$ cat src/rtl/coin_pkg.sv
// Shared definitions for the coin tally: FSM encoding, default coin values,
// saturation ceiling and the step/hold option codes produced by the debouncers.
package coin_pkg;

  typedef enum logic [1:0] {
    S_IDLE         = 2'd0,
    S_WAIT_RELEASE = 2'd1,
    S_HOLD         = 2'd2
  } tally_state_e;

  localparam int COIN_VAL_U    = 1;
  localparam int COIN_VAL_L    = 5;
  localparam int COIN_VAL_R    = 10;
  localparam int COIN_VAL_D    = 25;
  localparam int MAX_TOTAL_DEF = 999;
  localparam int TOTAL_W_DEF   = 10;

  localparam logic [3:0] STEP_NONE = 4'b0000;
  localparam logic [3:0] STEP_U    = 4'b0001;
  localparam logic [3:0] STEP_L    = 4'b0010;
  localparam logic [3:0] STEP_R    = 4'b0100;
  localparam logic [3:0] STEP_D    = 4'b1000;

  localparam logic [2:0] HOLD_RUN    = 3'b000;
  localparam logic [2:0] HOLD_FREEZE = 3'b001;
  localparam logic [2:0] HOLD_CLEAR  = 3'b010;

  // Clear dominates freeze; any code with bit1 set clears.
  function automatic logic hold_is_clear(input logic [2:0] code);
    return code[1];
  endfunction

  function automatic logic hold_is_freeze(input logic [2:0] code);
    return !code[1] && code[0];
  endfunction

endpackage

$ cat src/rtl/coin_tally_bin_to_bcd.sv
// Combinational binary-to-BCD conversion of the tally into three decimal digits.
module bin_to_bcd #(
  parameter int TOTAL_W = 10
) (
  input  logic [TOTAL_W-1:0] bin_i,
  output logic [3:0]         hundreds_o,
  output logic [3:0]         tens_o,
  output logic [3:0]         ones_o
);

  logic [31:0] val;

  always_comb begin
    val        = 32'(bin_i);
    hundreds_o = 4'((val / 32'd100) % 32'd10);
    tens_o     = 4'((val / 32'd10) % 32'd10);
    ones_o     = 4'(val % 32'd10);
  end

endmodule

$ cat src/rtl/coin_tally.sv
// Coin credit accumulator: one credit per button press, saturating at MAX_TOTAL,
// with freeze/clear hold modes and BCD display digits of the running total.
module coin_tally
  import coin_pkg::*;
#(
  parameter int VAL_U     = COIN_VAL_U,
  parameter int VAL_L     = COIN_VAL_L,
  parameter int VAL_R     = COIN_VAL_R,
  parameter int VAL_D     = COIN_VAL_D,
  parameter int MAX_TOTAL = MAX_TOTAL_DEF,
  parameter int TOTAL_W   = TOTAL_W_DEF
) (
  input  logic               clk,
  input  logic               rst,
  input  logic [3:0]         step_option,
  input  logic [2:0]         hold_option,
  output logic [TOTAL_W-1:0] total,
  output logic [3:0]         bcd_hundreds,
  output logic [3:0]         bcd_tens,
  output logic [3:0]         bcd_ones,
  output logic               add_pulse,
  output logic               sat
);

  localparam int SUM_W = TOTAL_W + 6;

  tally_state_e       state_q, state_d;
  logic [TOTAL_W-1:0] total_q, total_d;
  logic               sat_q, sat_d;
  logic               add_pulse_q, add_pulse_d;
  logic [SUM_W-1:0]   sum;
  logic               over;

  // Lowest set bit wins so a multi-bit code still credits a single coin.
  function automatic logic [SUM_W-1:0] coin_value(input logic [3:0] code);
    if (code[0])      return SUM_W'(VAL_U);
    else if (code[1]) return SUM_W'(VAL_L);
    else if (code[2]) return SUM_W'(VAL_R);
    else if (code[3]) return SUM_W'(VAL_D);
    else              return '0;
  endfunction

  function automatic logic exceeds_max(input logic [SUM_W-1:0] s);
    return s > SUM_W'(MAX_TOTAL);
  endfunction

  always_comb begin
    sum  = SUM_W'(total_q) + coin_value(step_option);
    over = exceeds_max(sum);
  end

  always_comb begin
    state_d     = state_q;
    total_d     = total_q;
    sat_d       = sat_q;
    add_pulse_d = 1'b0;
    if (hold_is_clear(hold_option)) begin
      state_d = S_HOLD;
      total_d = '0;
      sat_d   = 1'b0;
    end else if (hold_is_freeze(hold_option)) begin
      state_d = S_HOLD;
    end else begin
      unique case (state_q)
        S_IDLE: begin
          if (step_option != STEP_NONE) begin
            state_d     = S_WAIT_RELEASE;
            add_pulse_d = 1'b1;
            if (over) begin
              total_d = TOTAL_W'(MAX_TOTAL);
              sat_d   = 1'b1;
            end else begin
              total_d = sum[TOTAL_W-1:0];
            end
          end
        end
        S_WAIT_RELEASE: begin
          if (step_option == STEP_NONE) state_d = S_IDLE;
        end
        S_HOLD: begin
          // Leaving hold with a button down must not credit that press.
          if (step_option == STEP_NONE) state_d = S_IDLE;
          else                          state_d = S_WAIT_RELEASE;
        end
        default: state_d = S_HOLD;
      endcase
    end
  end

  always_ff @(posedge clk) begin
    if (rst) begin
      state_q     <= S_HOLD;
      total_q     <= '0;
      sat_q       <= 1'b0;
      add_pulse_q <= 1'b0;
    end else begin
      state_q     <= state_d;
      total_q     <= total_d;
      sat_q       <= sat_d;
      add_pulse_q <= add_pulse_d;
    end
  end

  assign total     = total_q;
  assign sat       = sat_q;
  assign add_pulse = add_pulse_q;

  bin_to_bcd #(
    .TOTAL_W (TOTAL_W)
  ) u_bcd (
    .bin_i      (total_q),
    .hundreds_o (bcd_hundreds),
    .tens_o     (bcd_tens),
    .ones_o     (bcd_ones)
  );

endmodule

$ cat config.mk
export PLATFORM = sky130hd
export DESIGN_NAME = coin_tally
export DESIGN_NICKNAME = d
export VERILOG_FILES = /design/src/rtl/coin_pkg.sv /design/src/rtl/coin_tally_bin_to_bcd.sv /design/src/rtl/coin_tally.sv
export SDC_FILE = /design/constraint.sdc
export NUM_CORES = 1
export LEC_CHECK = 0
export ABC_AREA = 1
export CORE_MARGIN = 3
export CORE_UTILIZATION = 59
export CTS_CLUSTER_DIAMETER = 150
export DETAILED_ROUTE_END_ITERATION = 7
export HOLD_SLACK_MARGIN = 0.02
export PLACE_DENSITY = 0.93
export SETUP_SLACK_MARGIN = 0.15
export SLEW_MARGIN = 10
export SYNTH_ARGS = -nofsm -noshare
export SYNTH_HDL_FRONTEND = slang
export SYNTH_SLANG_ARGS = --single-unit
$ cat constraint.sdc
create_clock -name clk -period 8.2 [get_ports clk]
set_input_delay 0.82 -clock clk [delete_from_list [all_inputs] [get_ports clk]]
set_output_delay 0.82 -clock clk [all_outputs]
set_load 0.02 [all_outputs]
=== After elaboration in Yosys (flattened, before gate mapping) ===
Index checks and enable logic that the tools add are counted.

* Eq/ne operators: 4
* Divide/modulo/power cells: 5
* Add/sub/neg operators: 1
* Reduce and logical (&&, ||, !) cells: 11
* Multiplexer cells: 10
* $lt $le $gt $ge: 1
* Bitwise operators: 2

{| class="wikitable"
|+ Operators by type and width
! operator !! number
|-
| remainder unit 32 x 4 -> 32 bit, second input constant || 2
|-
| divider 10 x 4 -> 32 bit, second input constant || 1
|-
| divider 10 x 7 -> 32 bit, second input constant || 1
|-
| remainder unit 10 x 4 -> 32 bit, second input constant || 1
|-
| 2-to-1 mux 5 bit || 4
|-
| adder 10 x 16 -> 16 bit || 1
|-
| greater-than comparator 16 x 10 -> 1 bit, second input constant || 1
|-
| 2-to-1 mux 10 bit || 1
|-
| case mux 2 bit (3 select lines) || 1
|-
| logical NOT 4 bit || 1
|-
| 2-to-1 mux 2 bit || 2
|-
| inequality test 2 bit, second input constant || 2
|-
| AND reduction 4 bit || 1
|-
| nonzero test 4 bit || 1
|-
| OR reduction 4 bit || 1
|-
| AND reduction 3 bit || 1
|-
| OR reduction 3 bit || 1
|-
| == test 2 x 1 -> 1 bit, second input constant || 1
|-
| == test 2 bit, second input constant || 1
|-
| logical NOT 2 bit || 1
|-
| 2-to-1 mux 1 bit || 2
|-
| NOT 1 bit || 2
|-
| AND reduction 2 bit || 1
|-
| OR reduction 2 bit || 1
|-
| 2 further kinds || 2
|}

* Bits of input ports: 9
* Word-level logic and storage cells: 38
* Output and inout port bits: 24
* Register bits: 14

=== Longest topological paths before layout ===
* Word-level depth: 7
* Depth in mapped cells: 56
* Depth with buffers taken out: 55

=== Modules after synthesis ===
Synthesis repeated with hierarchy kept, for this count alone.

* Cells, all modules: 575
* Area, all modules: 3,270.6 um^2

{| class="wikitable"
|+ Modules (own cells, without submodules)
! module !! cells an instance !! area an instance (um^2) !! seq. area each (um^2) !! times used
|-
| bin_to_bcd || 404 || 2,209.6 || 0.0 || 1
|-
| coin_tally || 171 || 1,061.0 || 280.3 || 1
|}

=== Worst setup path after synthesis ===
No wires, ideal clock.

* Path kind: flip-flop to output port
* From: register total_q[7], in the netlist total[7]
* To: output port bcd_tens[3]
* Data arrival time: 5,854 ps
* Required time: 7,380 ps
* Setup slack: 1,526 ps
* Cell stages (with the launch flop): 50
* Path buffers: 2
* Path through: dfxtp_1 buf_2 inv_2 nand2_1 ha_1 o21ai_1 nand2_1 o21ai_1 nand3_1 nand2_4 nand3_4 nand2_2 nand2_4 nor2_8 nand3_4 nand2_1 nand3_2 nand2_2 (+14 left out) nand2_1 inv_1 ha_1 nand3b_1 nand2_1 nand3_2 nand2_1 nand2_1 nor2_1 nand2_2 nand3_4 nand2_1 nand2_2 inv_1 ha_1 xnor2_1 nand2_1 nand2_1

* Cells in the longest elaborated chain, start to end: 2

{| class="wikitable"
|+ Ends and longest elaborated chain
! what !! RTL line !! source
|-
| start: declaration || coin_tally.sv:28 || <nowiki>logic [TOTAL_W-1:0] total_q, total_d;</nowiki>
|-
| start signal: assignment || coin_tally.sv:98 || <nowiki>total_q <= total_d;</nowiki>
|-
| divider 10 x 4 -> 32 bit || coin_tally_bin_to_bcd.sv:16 || <nowiki>tens_o = 4'((val / 32'd10) % 32'd10);</nowiki>
|-
| remainder unit 32 x 4 -> 32 bit || coin_tally_bin_to_bcd.sv:16 ||
|-
| end: declaration || coin_tally.sv:19 || <nowiki>output logic [3:0] bcd_tens,</nowiki>
|}

Every way passes these cells.

=== Final worst setup path ===
* From: register total_q[8], in the netlist total[8]
* To: output port bcd_tens[3]

Same word-level chain as after synthesis.

==> impl_results.rst <==
.. list-table::
   :header-rows: 1

   * - Metric
     - Value
   * - Routed Antenna Nets
     - 0
   * - Hold Vio Cnt, Final
     - 0
   * - Core ar.
     - 5205 um^2
   * - Leading cell types in the layout, fill and taps excluded
     - sky130_fd_sc_hd__nand2_1, sky130_fd_sc_hd__inv_1, sky130_fd_sc_hd__nand3_1
   * - DIE AREA
     - 6434 um^2
   * - Maximum frequency from static timing analysis
     - between 100 and 150 MHz
   * - Flip-flop cell with the highest count after synthesis
     - sky130_fd_sc_hd__dfxtp_1
   * - Final standard cell area without fillers
     - 3711 um^2
   * - Antenna Diode Count
     - 0
   * - Number of nets in the layout
     - about 600
   * - Final max-slew violation count
     - 0
   * - Result of the run
     - completed
   * - Die Y-Extent
     - 80.21 um
   * - Post-placement cell count
     - 641
   * - CTS Root Buffer Type
     - sky130_fd_sc_hd__clkbuf_8
   * - Final total negative setup slack
     - 0 ns
   * - Vias/cell
     - 5.494
   * - Yosys warning count
     - 0
   * - Number of setup violations in the final report
     - 0
   * - Number of buffer cells added on primary ports
     - 31
   * - Share of the core filled with cells
     - 0.7130
   * - Required time at the worst-slack endpoint
     - 7.38 ns
   * - Critical path capture point type
     - output port
   * - Mean Syn Cell Area
     - between 5 and 6 um^2
   * - Overall routing resource usage
     - 0.2533
   * - Dpl cell area
     - 3608 um^2
   * - Latest clock arrival within the worst-skew pair
     - 0.25 ns
   * - Critical setup path kind
     - flip-flop to output port
   * - Slowest cell delay on critical path
     - 0.42 ns
   * - Count of pins on the block boundary
     - 33
   * - Number of synthesized flops with an enable pin
     - 0
   * - Commonest non-fill, non-tap cell in the layout
     - sky130_fd_sc_hd__nand2_1
   * - Relative slew slack
     - 0.5401
   * - Estimated wirelength of the detail-placed design
     - roughly 6.5 mm
   * - Post-cts hold buffer count
     - 0
   * - Endpoint arrival time on the critical path
     - approximately 6.7 ns
   * - Fraction of synthesis flops using an asynchronous set or reset pin
     - 0
   * - Critical-path cell with the highest stage delay
     - sky130_fd_sc_hd__dfxtp_2
   * - First-pass GRT wire length
     - 13.68 mm
   * - Number of sinks driven by the clock tree
     - 14
   * - Maximum count of clock buffers along a single path
     - 2
   * - Transition time at the pin with the least slew margin
     - 0.6873 ns
   * - Final Instance Count excl. Fillers
     - 648
   * - Total via count after detailed routing
     - around 3,600
   * - Fraction of layout cells with a size suffix above 1
     - 0.1609
   * - Summed instance area of the synthesized netlist
     - 3249 um^2
   * - Antenna violations before repair
     - 0
   * - H-tree depth reported by CTS
     - 1
   * - Largest net degree at the start of global routing
     - 20
   * - RSZ-0062 raised after global routing
     - true
   * - CTS clock-pin slew for the worst setup and hold paths
     - 0.06 ns
   * - Min-Delay Path Class
     - flip-flop to flip-flop
   * - Worst clock skew
     - ~0.0025 ns
   * - Most frequent cell on the critical path
     - sky130_fd_sc_hd__nand2_1
   * - Overall overflow remaining after global route
     - 0
   * - Routed WL
     - 8.008 mm
   * - Number of rows created at floorplan
     - 26
   * - Wire length per cell
     - 12.36 um
   * - Max-cap check violation count
     - 0
   * - Fin crit period
     - 7.467 ns
   * - Proportion of synthesized chip area in sequential cells
     - 0.08625
   * - Weighted congestion reported at the end of routability-driven placement
     - a little over 0.9
   * - Final routed DRC violation total
     - 0
   * - Post-Synthesis Cells
     - ~550
   * - Pwr per Cell Area
     - roughly 92 nW/um^2
   * - Clock buffers created by TritonCTS
     - 3
   * - Number of iterations in the first detailed-routing pass
     - 6
   * - Vias in the first global route
     - 3,260
   * - Smallest hold slack
     - 0.4585 ns
   * - Number of storage elements in the synthesis netlist
     - 14
   * - Synth unique cells
     - 43
   * - Starting density of the core
     - 0.6243
   * - Synth Net Count
     - 571
   * - Startpoint kind of the worst setup timing path
     - flip-flop
   * - Starting DRT DRC Count
     - 187
   * - Area growth, synth to finish
     - 14.21%
   * - Leak Pwr
     - 2.070 nW
   * - Die W
     - 80.21 um
   * - Peak supply drop
     - 0.0001306 V
   * - Fraction of the cycle the final worst path needs
     - 0.9107
   * - Critical path peak fanout
     - 10
   * - CTS tree
     - built
## synth_stat cells, types with 10 or more instances
cell | count | area [um^2]
sky130_fd_sc_hd__nand2_2 | 17 | 106.4
sky130_fd_sc_hd__inv_1 | 75 | 281.5
sky130_fd_sc_hd__dfxtp_1 | 14 | 280.3
sky130_fd_sc_hd__xor2_1 | 24 | 210.2
sky130_fd_sc_hd__o21ai_0 | 16 | 80.08
sky130_fd_sc_hd__nor2_1 | 40 | 150.1
sky130_fd_sc_hd__a21oi_1 | 17 | 85.08
sky130_fd_sc_hd__nand4_1 | 20 | 125.1
sky130_fd_sc_hd__inv_2 | 11 | 41.29
sky130_fd_sc_hd__ha_1 | 15 | 187.7
sky130_fd_sc_hd__nand3_2 | 11 | 110.1
sky130_fd_sc_hd__nand2_1 | 158 | 593.1
sky130_fd_sc_hd__nand2_4 | 10 | 112.6
sky130_fd_sc_hd__nand3_1 | 46 | 230.2
## sequential cells by signal, indices dropped and copies added (netlist names)
name / cells
add_pulse: 1
total: 10
sat: 1
state_q: 2
## path summary, 6_finish.rpt
path / startpoint / endpoint / slack [ns] / cells past startpoint
max: total[8]$_SDFFE_PP0P_ / bcd_tens[3] / 0.73 / 50
min: sat$_SDFFE_PP0P_ / sat$_SDFFE_PP0P_ / 0.46 / 2
max reg2reg: total[0]$_SDFFE_PP0P_ / total[7]$_SDFFE_PP0P_ / 5.18 / 14
min reg2reg: sat$_SDFFE_PP0P_ / sat$_SDFFE_PP0P_ / 0.46 / 2
## metal layers
metal / vias to the layer above / global-route usage / part of all wire / wire length, um
li1: 1825 / - / - / -
met1: 1614 / 0.3040 / 0.44 / 3538
met2: 106 / 0.4785 / 0.50 / 4016
met3: 15 / 0.01794 / 0.042 / 339
met4: 0 / 0.06757 / 0.014 / 114
met5: - / 0 / 0 / 0
## power breakdown
group          internal [mW]  switching [mW]
sequential            0.0692         0.00139
combinational         0.0820           0.120
clock                 0.0426          0.0266
total                  0.194           0.148
## final cells by class
type,instances,area (um^2)
clock buffer,4,55.05
fill,423,1494
inverter,90,339.1
multi-input combinational,433,2592
sequential,14,281.5
tap,70,87.58
timing repair buffer,37,355.3
## kinds of logic after synthesis
logic type	after synthesis	share of synthesized area
buffers and inverters	99	0.1232
DFF	14	0.08625
AOI/OAI and AO/OA	54	0.09973
xor gates and xnor gates	27	0.07278
adders and majority gates	16	0.06392
and+or+nand+nor	336	0.5541
## critical path, delay by kind of cell (launching register included)
family	cells	cell delay, ns
flip-flops	1	0.42
XOR/XNOR	1	0.15
AO/OA/AOI/OAI	2	0.37
AND/OR/NAND/NOR	37	4.18
adder cells (fa/ha/maj)	3	0.61
buffers and inverters	7	0.65
## repair_timing
| action | CTS | global route |
|---|---|---|
| setup buffers | 2 | 1 |
| endpoints found under the hold margin | 0 | 0 |
| resized for setup | 1 | 10 |
| setup endpoints to repair | 2 | 3 |
| pin swaps | 3 | 2 |
## stage by stage
stage,power [mW],worst slack [ns]
floorplan,0.2129,1.526
global placement,0.2648,0.4932
detailed placement,0.2707,0.2667
CTS,0.3404,0.1729
global route,0.3653,0.03808
finish,0.3419,0.7325
Note: power is estimated with default switching activity, not from simulation.
